[src/rtl/bist_pkg.sv]
// Shared types and polynomial constants for the BIST controller and its MISR.
// The LFSR and MISR step functions are kept here so every file uses the same taps.
package bist_pkg;

    localparam int SIG_W = 8;
    // Feedback taps at bits 7,5,4,3: x^8 + x^6 + x^5 + x^4 + 1, period 255
    localparam logic [7:0]       LFSR_TAPS = 8'hB8;
    localparam logic [SIG_W-1:0] MISR_POLY = 8'h1D;

    typedef enum logic [2:0] {
        ST_IDLE,
        ST_INIT,
        ST_RUN,
        ST_FLUSH,
        ST_DONE
    } state_e;

    function automatic logic [7:0] lfsr_step(input logic [7:0] s);
        return {s[6:0], ^(s & LFSR_TAPS)};
    endfunction

    function automatic logic [SIG_W-1:0] misr_step(input logic [SIG_W-1:0] s,
                                                   input logic [SIG_W-1:0] d);
        return {s[SIG_W-2:0], 1'b0} ^ (s[SIG_W-1] ? MISR_POLY : '0) ^ d;
    endfunction

endpackage

[src/rtl/bist_controller_if.sv]
// Pin bundle between the BIST controller, the external BIST pins and the CUT mux.
// bist_start is a level request seen only in IDLE; bist_end/pass_nfail are held until
// bist_start drops, so no valid/ready handshake is needed on any of these signals.
interface bist_controller_if #(
    parameter int PI_W = 2,
    parameter int PO_W = 2
);
    logic            bist_start;
    logic [PO_W-1:0] cut_po;
    logic [PI_W-1:0] cut_pi;
    logic            cut_test_mode;
    logic            cut_reset;
    logic            bist_end;
    logic            pass_nfail;

    modport master (
        input  bist_start,
        input  cut_po,
        output cut_pi,
        output cut_test_mode,
        output cut_reset,
        output bist_end,
        output pass_nfail
    );

    modport slave (
        output bist_start,
        output cut_po,
        input  cut_pi,
        input  cut_test_mode,
        input  cut_reset,
        input  bist_end,
        input  pass_nfail
    );
endinterface

[src/rtl/bist_misr.sv]
// 8-bit multiple-input signature register compacting CUT responses.
// sig_next is exposed so the verdict can be taken on the same edge as the last absorb.
module bist_misr
    import bist_pkg::*;
(
    input  logic             clk,
    input  logic             reset,
    input  logic             clear,
    input  logic             enable,
    input  logic [SIG_W-1:0] data_in,
    output logic [SIG_W-1:0] sig,
    output logic [SIG_W-1:0] sig_next
);
    logic [SIG_W-1:0] sig_q;
    logic [SIG_W-1:0] sig_d;

    assign sig_next = misr_step(sig_q, data_in);
    assign sig      = sig_q;

    always_comb begin
        sig_d = sig_q;
        if (clear) begin
            sig_d = '0;
        end else if (enable) begin
            sig_d = sig_next;
        end
    end

    always_ff @(posedge clk) begin
        if (reset) begin
            sig_q <= '0;
        end else begin
            sig_q <= sig_d;
        end
    end
endmodule

[src/rtl/bist_controller.sv]
// BIST sequencer: drives LFSR patterns into the CUT, compacts responses in a MISR
// and reports a registered pass/fail verdict against a golden signature.
module bist_controller
    import bist_pkg::*;
#(
    parameter int               PI_W       = 2,
    parameter int               PO_W       = 2,
    parameter int               N_PATTERNS = 255,
    parameter logic [7:0]       LFSR_SEED  = 8'h01,
    parameter logic [SIG_W-1:0] GOLDEN_SIG = 8'h00
) (
    input  logic                 clk,
    input  logic                 reset,
    bist_controller_if.master    bus,
    output state_e               state_o
);
    localparam int CNT_W = $clog2(N_PATTERNS + 1);

    if (LFSR_SEED == 8'h00 || N_PATTERNS < 1 || PO_W > 8 || PO_W < 1 ||
        PI_W > 8 || PI_W < 1) begin : g_param_check
        $error("bist_controller: illegal parameter combination");
    end

    state_e           state_q, state_d;
    logic [7:0]       lfsr_q, lfsr_d;
    logic [CNT_W-1:0] count_q, count_d;
    logic             end_q, end_d;
    logic             pass_q, pass_d;
    logic             misr_clear;
    logic             misr_en;
    logic [SIG_W-1:0] misr_sig;
    logic [SIG_W-1:0] misr_next;

    bist_misr u_misr (
        .clk      (clk),
        .reset    (reset),
        .clear    (misr_clear),
        .enable   (misr_en),
        .data_in  (SIG_W'(bus.cut_po)),
        .sig      (misr_sig),
        .sig_next (misr_next)
    );

    always_comb begin
        state_d    = state_q;
        lfsr_d     = lfsr_q;
        count_d    = count_q;
        end_d      = end_q;
        pass_d     = pass_q;
        misr_clear = 1'b0;
        misr_en    = 1'b0;
        case (state_q)
            ST_IDLE: begin
                if (bus.bist_start) state_d = ST_INIT;
            end
            ST_INIT: begin
                lfsr_d     = LFSR_SEED;
                count_d    = '0;
                misr_clear = 1'b1;
                state_d    = ST_RUN;
            end
            ST_RUN: begin
                lfsr_d  = lfsr_step(lfsr_q);
                count_d = count_q + 1'b1;
                misr_en = 1'b1;
                if (count_q == CNT_W'(N_PATTERNS - 1)) state_d = ST_FLUSH;
            end
            ST_FLUSH: begin
                // Extra absorb covers the CUT's one-cycle output latency
                misr_en = 1'b1;
                end_d   = 1'b1;
                pass_d  = (misr_next == GOLDEN_SIG);
                state_d = ST_DONE;
            end
            ST_DONE: begin
                if (!bus.bist_start) begin
                    end_d   = 1'b0;
                    pass_d  = 1'b0;
                    state_d = ST_IDLE;
                end
            end
            default: state_d = ST_IDLE;
        endcase
    end

    always_ff @(posedge clk) begin
        if (reset) begin
            state_q <= ST_IDLE;
            lfsr_q  <= LFSR_SEED;
            count_q <= '0;
            end_q   <= 1'b0;
            pass_q  <= 1'b0;
        end else begin
            state_q <= state_d;
            lfsr_q  <= lfsr_d;
            count_q <= count_d;
            end_q   <= end_d;
            pass_q  <= pass_d;
        end
    end

    assign bus.cut_pi        = lfsr_q[PI_W-1:0];
    assign bus.cut_test_mode = !reset && (state_q == ST_INIT || state_q == ST_RUN ||
                                          state_q == ST_FLUSH);
    assign bus.cut_reset     = reset || (state_q == ST_INIT);
    assign bus.bist_end      = end_q;
    assign bus.pass_nfail    = pass_q;
    assign state_o           = state_q;

    logic unused_sig;
    assign unused_sig = ^misr_sig;
endmodule

[src/flat_wrapper.sv]
// flat-port wrapper written by rule: the top's interface ports become plain ports
module bist_controller_flat import bist_pkg::*;
#(
    parameter int               PI_W       = 2,
    parameter int               PO_W       = 2,
    parameter int               N_PATTERNS = 255,
    parameter logic [7:0]       LFSR_SEED  = 8'h01,
    parameter logic [SIG_W-1:0] GOLDEN_SIG = 8'h00
)
  (clk, reset, state_o, bus_bist_start, bus_cut_po, bus_cut_pi, bus_cut_test_mode, bus_cut_reset, bus_bist_end, bus_pass_nfail);
  bist_controller_if #(.PI_W(PI_W), .PO_W(PO_W)) bus_i ();
  input  logic clk;
  input  logic reset;
  output state_e state_o;
  input wire logic [$bits(bus_i.bist_start)-1:0] bus_bist_start;
  input wire logic [$bits(bus_i.cut_po)-1:0] bus_cut_po;
  output wire logic [$bits(bus_i.cut_pi)-1:0] bus_cut_pi;
  output wire logic [$bits(bus_i.cut_test_mode)-1:0] bus_cut_test_mode;
  output wire logic [$bits(bus_i.cut_reset)-1:0] bus_cut_reset;
  output wire logic [$bits(bus_i.bist_end)-1:0] bus_bist_end;
  output wire logic [$bits(bus_i.pass_nfail)-1:0] bus_pass_nfail;
  assign bus_i.bist_start = bus_bist_start;
  assign bus_i.cut_po = bus_cut_po;
  assign bus_cut_pi = bus_i.cut_pi;
  assign bus_cut_test_mode = bus_i.cut_test_mode;
  assign bus_cut_reset = bus_i.cut_reset;
  assign bus_bist_end = bus_i.bist_end;
  assign bus_pass_nfail = bus_i.pass_nfail;
  bist_controller #(.PI_W(PI_W), .PO_W(PO_W), .N_PATTERNS(N_PATTERNS), .LFSR_SEED(LFSR_SEED), .GOLDEN_SIG(GOLDEN_SIG)) u_core (.clk(clk), .reset(reset), .bus(bus_i), .state_o(state_o));
endmodule
[config.mk]
export PLATFORM = sky130hd
export DESIGN_NAME = bist_controller_flat
export DESIGN_NICKNAME = d
export VERILOG_FILES = /design/src/rtl/bist_pkg.sv /design/src/rtl/bist_controller_if.sv /design/src/rtl/bist_misr.sv /design/src/rtl/bist_controller.sv /design/src/flat_wrapper.sv
export SDC_FILE = /design/constraint.sdc
export NUM_CORES = 1
export LEC_CHECK = 0
export CAP_MARGIN = 30
export CORE_UTILIZATION = 40
export DETAILED_ROUTE_END_ITERATION = 6
export GPL_TIMING_DRIVEN = 0
export SLEW_MARGIN = 10
export SYNTH_ARGS = -nofsm -noshare
export SYNTH_HDL_FRONTEND = slang
export SYNTH_SLANG_ARGS = --single-unit
[constraint.sdc]
create_clock -name clk -period 1.7 [get_ports clk]
set_input_delay 0.255 -clock clk [delete_from_list [all_inputs] [get_ports clk]]
set_output_delay 0.255 -clock clk [all_outputs]
set_load 0.02 [all_outputs]
==> reports/metrics.csv <==
metric;value;unit
initial antenna violation count;0;
reported max-cap violation count;0;
Setup Crit Path Kind;reg2out;
total number of H-tree levels;2;
detailed-route via count;1262;
Clock Latency Late Sink;0.34;ns
Peak Freq;612;MHz
final worst path period share;0.961;
Clock Skew;0.00744;ns
Sinks on Clock Net;29;
via count of the first global-routing pass;1110;
starting density of the core;0.423;
number of buffers inserted by port buffering;13;
row count;21;
highest-count cells in the layout ignoring fill and taps;dfxtp_1 (27), nor2_1 (18), nand2_1 (12);
instance count of the mapped netlist;167;
min Tclk post-route;1.63;ns
share of layout cells above drive strength 1;0.168;
overall routed net length;3320;um
Clock Tree Buf Depth;2;
Max Transition Viols Final;0;
overall power of the completed layout;1.79;mW
Vert. Die Dim;61.6;um
run status;finished clean;
violation count after the first detailed-route iteration;99;
most frequent standard cell in the layout excluding fill and tap cells;dfxtp_1;
number of buffers added to fix hold violations after cts;0;
antenna-violating nets left;0;
post-synthesis instance area;1420;um^2
CTS tree;built;
arrival time at the worst endpoint;1.38;ns
synthesis-to-finish area growth;24.5;%
floorplan die area;3800;um^2
final-report hold violation count;0;
kind of start point of the critical path;flop;
largest vdd supply drop;0.435;mV
first-pass GRT wire length;5420;um
fillers;339;
Unique masters post-synth;40;
placeable core area;3360;um^2
number of antenna diodes;0;
detailed placement HPWL;2130;um
total global routing track utilization;0.204;
via density per instance;5.32;
chip width;61.6;um
clock transition time at the flip-flop clock pins of the worst setup and hold paths;0.09;ns
final routed DRC violation total;0;
Synth Area per Inst;8.51;um^2
actual transition at the worst max-transition pin;0.456;ns
pin count of the biggest net entering global routing;13;
Synth warnings;0;
top fanout value on the critical path;5;
sequential fraction of the synthesis area;0.408;
number of nets in the layout;197;
required arrival time at the worst endpoint;1.44;ns
WL/cell;14.0;um
final non-filler cell total;237;
weighted congestion reported at the end of routability-driven placement;0.787;
Remaining Overflow, GRT;0;
PwrDens;1010;nW/um^2
final setup violation count;0;
CP endpoint kind;primary output;
Hold WC Path Type;reg2reg;
router iterations before antenna repair;4;
WHS;0.480;ns
Root Buffer Master;clkbuf_4;
number of flip-flops and latches in the synthesized netlist;29;
worst slew slack as a fraction of its limit;0.696;
leakage power summed over all cells;0.674;nW
Syn Nets;174;
number of buffers inserted during clock tree synthesis;5;
RSZ-0062 raised after global routing;true;
placed instance count;226;
I/O Pins;14;
worst max-delay path, cell delays in order (launching register included):
cell and delay [ns]:
dfxtp_4 0.38, buf_8 0.12, nor3b_4 0.24, nor2_4 0.08, inv_2 0.08, buf_4 0.14
cells in the mapped netlist, drive strengths merged:
cell type | count | area, um^2
nor3b | 1 | 7.51
nor3 | 3 | 15.0
a21o | 1 | 7.51
a22o | 7 | 61.3
a31oi | 1 | 6.26
nand4 | 4 | 25.0
inv | 5 | 18.8
nand2 | 12 | 45.0
ha | 2 | 25.0
xor2 | 1 | 8.76
and3 | 3 | 18.8
clkinv | 1 | 3.75
nand3 | 4 | 20.0
clkbuf | 6 | 23.8
nor2 | 19 | 71.3
o211ai | 1 | 7.51
nand3b | 1 | 7.51
or4 | 1 | 7.51
dfxtp | 29 | 581
mux2i | 4 | 40.0
nand4b | 1 | 8.76
o22ai | 1 | 6.26
a21oi | 10 | 50.1
o221ai | 1 | 8.76
a211oi | 7 | 52.6
o31ai | 4 | 30.0
nor2b | 4 | 25.0
a2bb2oi | 1 | 8.76
nor4 | 1 | 6.26
or2 | 1 | 6.26
or4b | 1 | 10.0
o21ai | 3 | 15.0
buf | 8 | 51.3
xnor2 | 8 | 70.1
nand2b | 3 | 18.8
a22oi | 7 | 52.6
sequential cells by signal, summed over array words and instances (netlist names):
| register | flops |
|---|---|
| u_core.u_misr.sig | 8 |
| u_core.lfsr_q | 8 |
| u_core.bus.bist_end | 1 |
| u_core.bus.pass_nfail | 1 |
| u_core.count_q | 8 |
| u_core.state_o | 3 |
where the power goes:
part	internal [mW]	leakage [nW]	switching (mW)
Clock	0.351	0.0455	0.251
Combinational	0.182	0.392	0.231
Sequential	0.723	0.236	0.0493
per-layer routing:
metal  GRT usage  routed length [um]  part of all wire
met1       0.278                1670              0.50
met2       0.283                1480              0.44
met3      0.0840                 109             0.033
met4      0.0857                  65             0.020
met5           0                   0                 0
cell type report:
type / instances / area, um^2 / area share
Sequential cell: 29 / 588 / 0.332
Multi-Input combinational cell: 118 / 767 / 0.434
Inverter: 6 / 27.5 / 0.0156
Timing Repair Buffer: 17 / 151 / 0.0856
Clock inverter: 1 / 30.0 / 0.0170
Tap cell: 46 / 57.6 / 0.0325
Buffer: 13 / 92.6 / 0.0523
Clock buffer: 7 / 55.1 / 0.0311
worst paths after layout:
kind                            slack [ns]         startpoint                 to  cells past startpoint
worst max-delay path                  0.07  u_core.state_o[0]      bus_cut_reset                      5
worst min-delay path                  0.48  u_core.count_q[6]  u_core.count_q[6]                      1
worst max register to register        0.23  u_core.state_o[2]  u_core.count_q[1]                      5
worst min register to register        0.48  u_core.count_q[6]  u_core.count_q[6]                      1
per-stage QoR:
stage | setup TNS, ns | cell area (um^2) | util | setup WS (ns)
after floorplan | 0 | 1430 | - | 0.109
after global placement | -3.18 | 1610 | 0.480 | -0.490
after detailed placement | -2.90 | 1610 | 0.480 | -0.490
after CTS | 0 | 1750 | 0.520 | 0.000199
after global routing | -0.0271 | 1770 | 0.526 | -0.0271
final | 0 | 1770 | 0.526 | 0.0670
what timing repair did:
item                                    in CTS  in global routing
setup buffers                                3                  1
pin swaps                                    0                  0
resized for setup                           26                  4
endpoints found under the setup margin       4                  2
cell families (layout without fill, tap and decap cells):
group                      after synthesis  after routing  synth area share
and+or+nand+nor                         59             59             0.206
AOI/OAI and AO/OA                       44             44             0.216
DFF                                     29             29             0.408
buffers and inverters                   20             44            0.0686
xor gates and xnor gates                 9              9            0.0555
muxes                                    4              4            0.0282
adders and majority gates                2              2            0.0176
No activity file was read; power rests on OpenSTA's default activity.
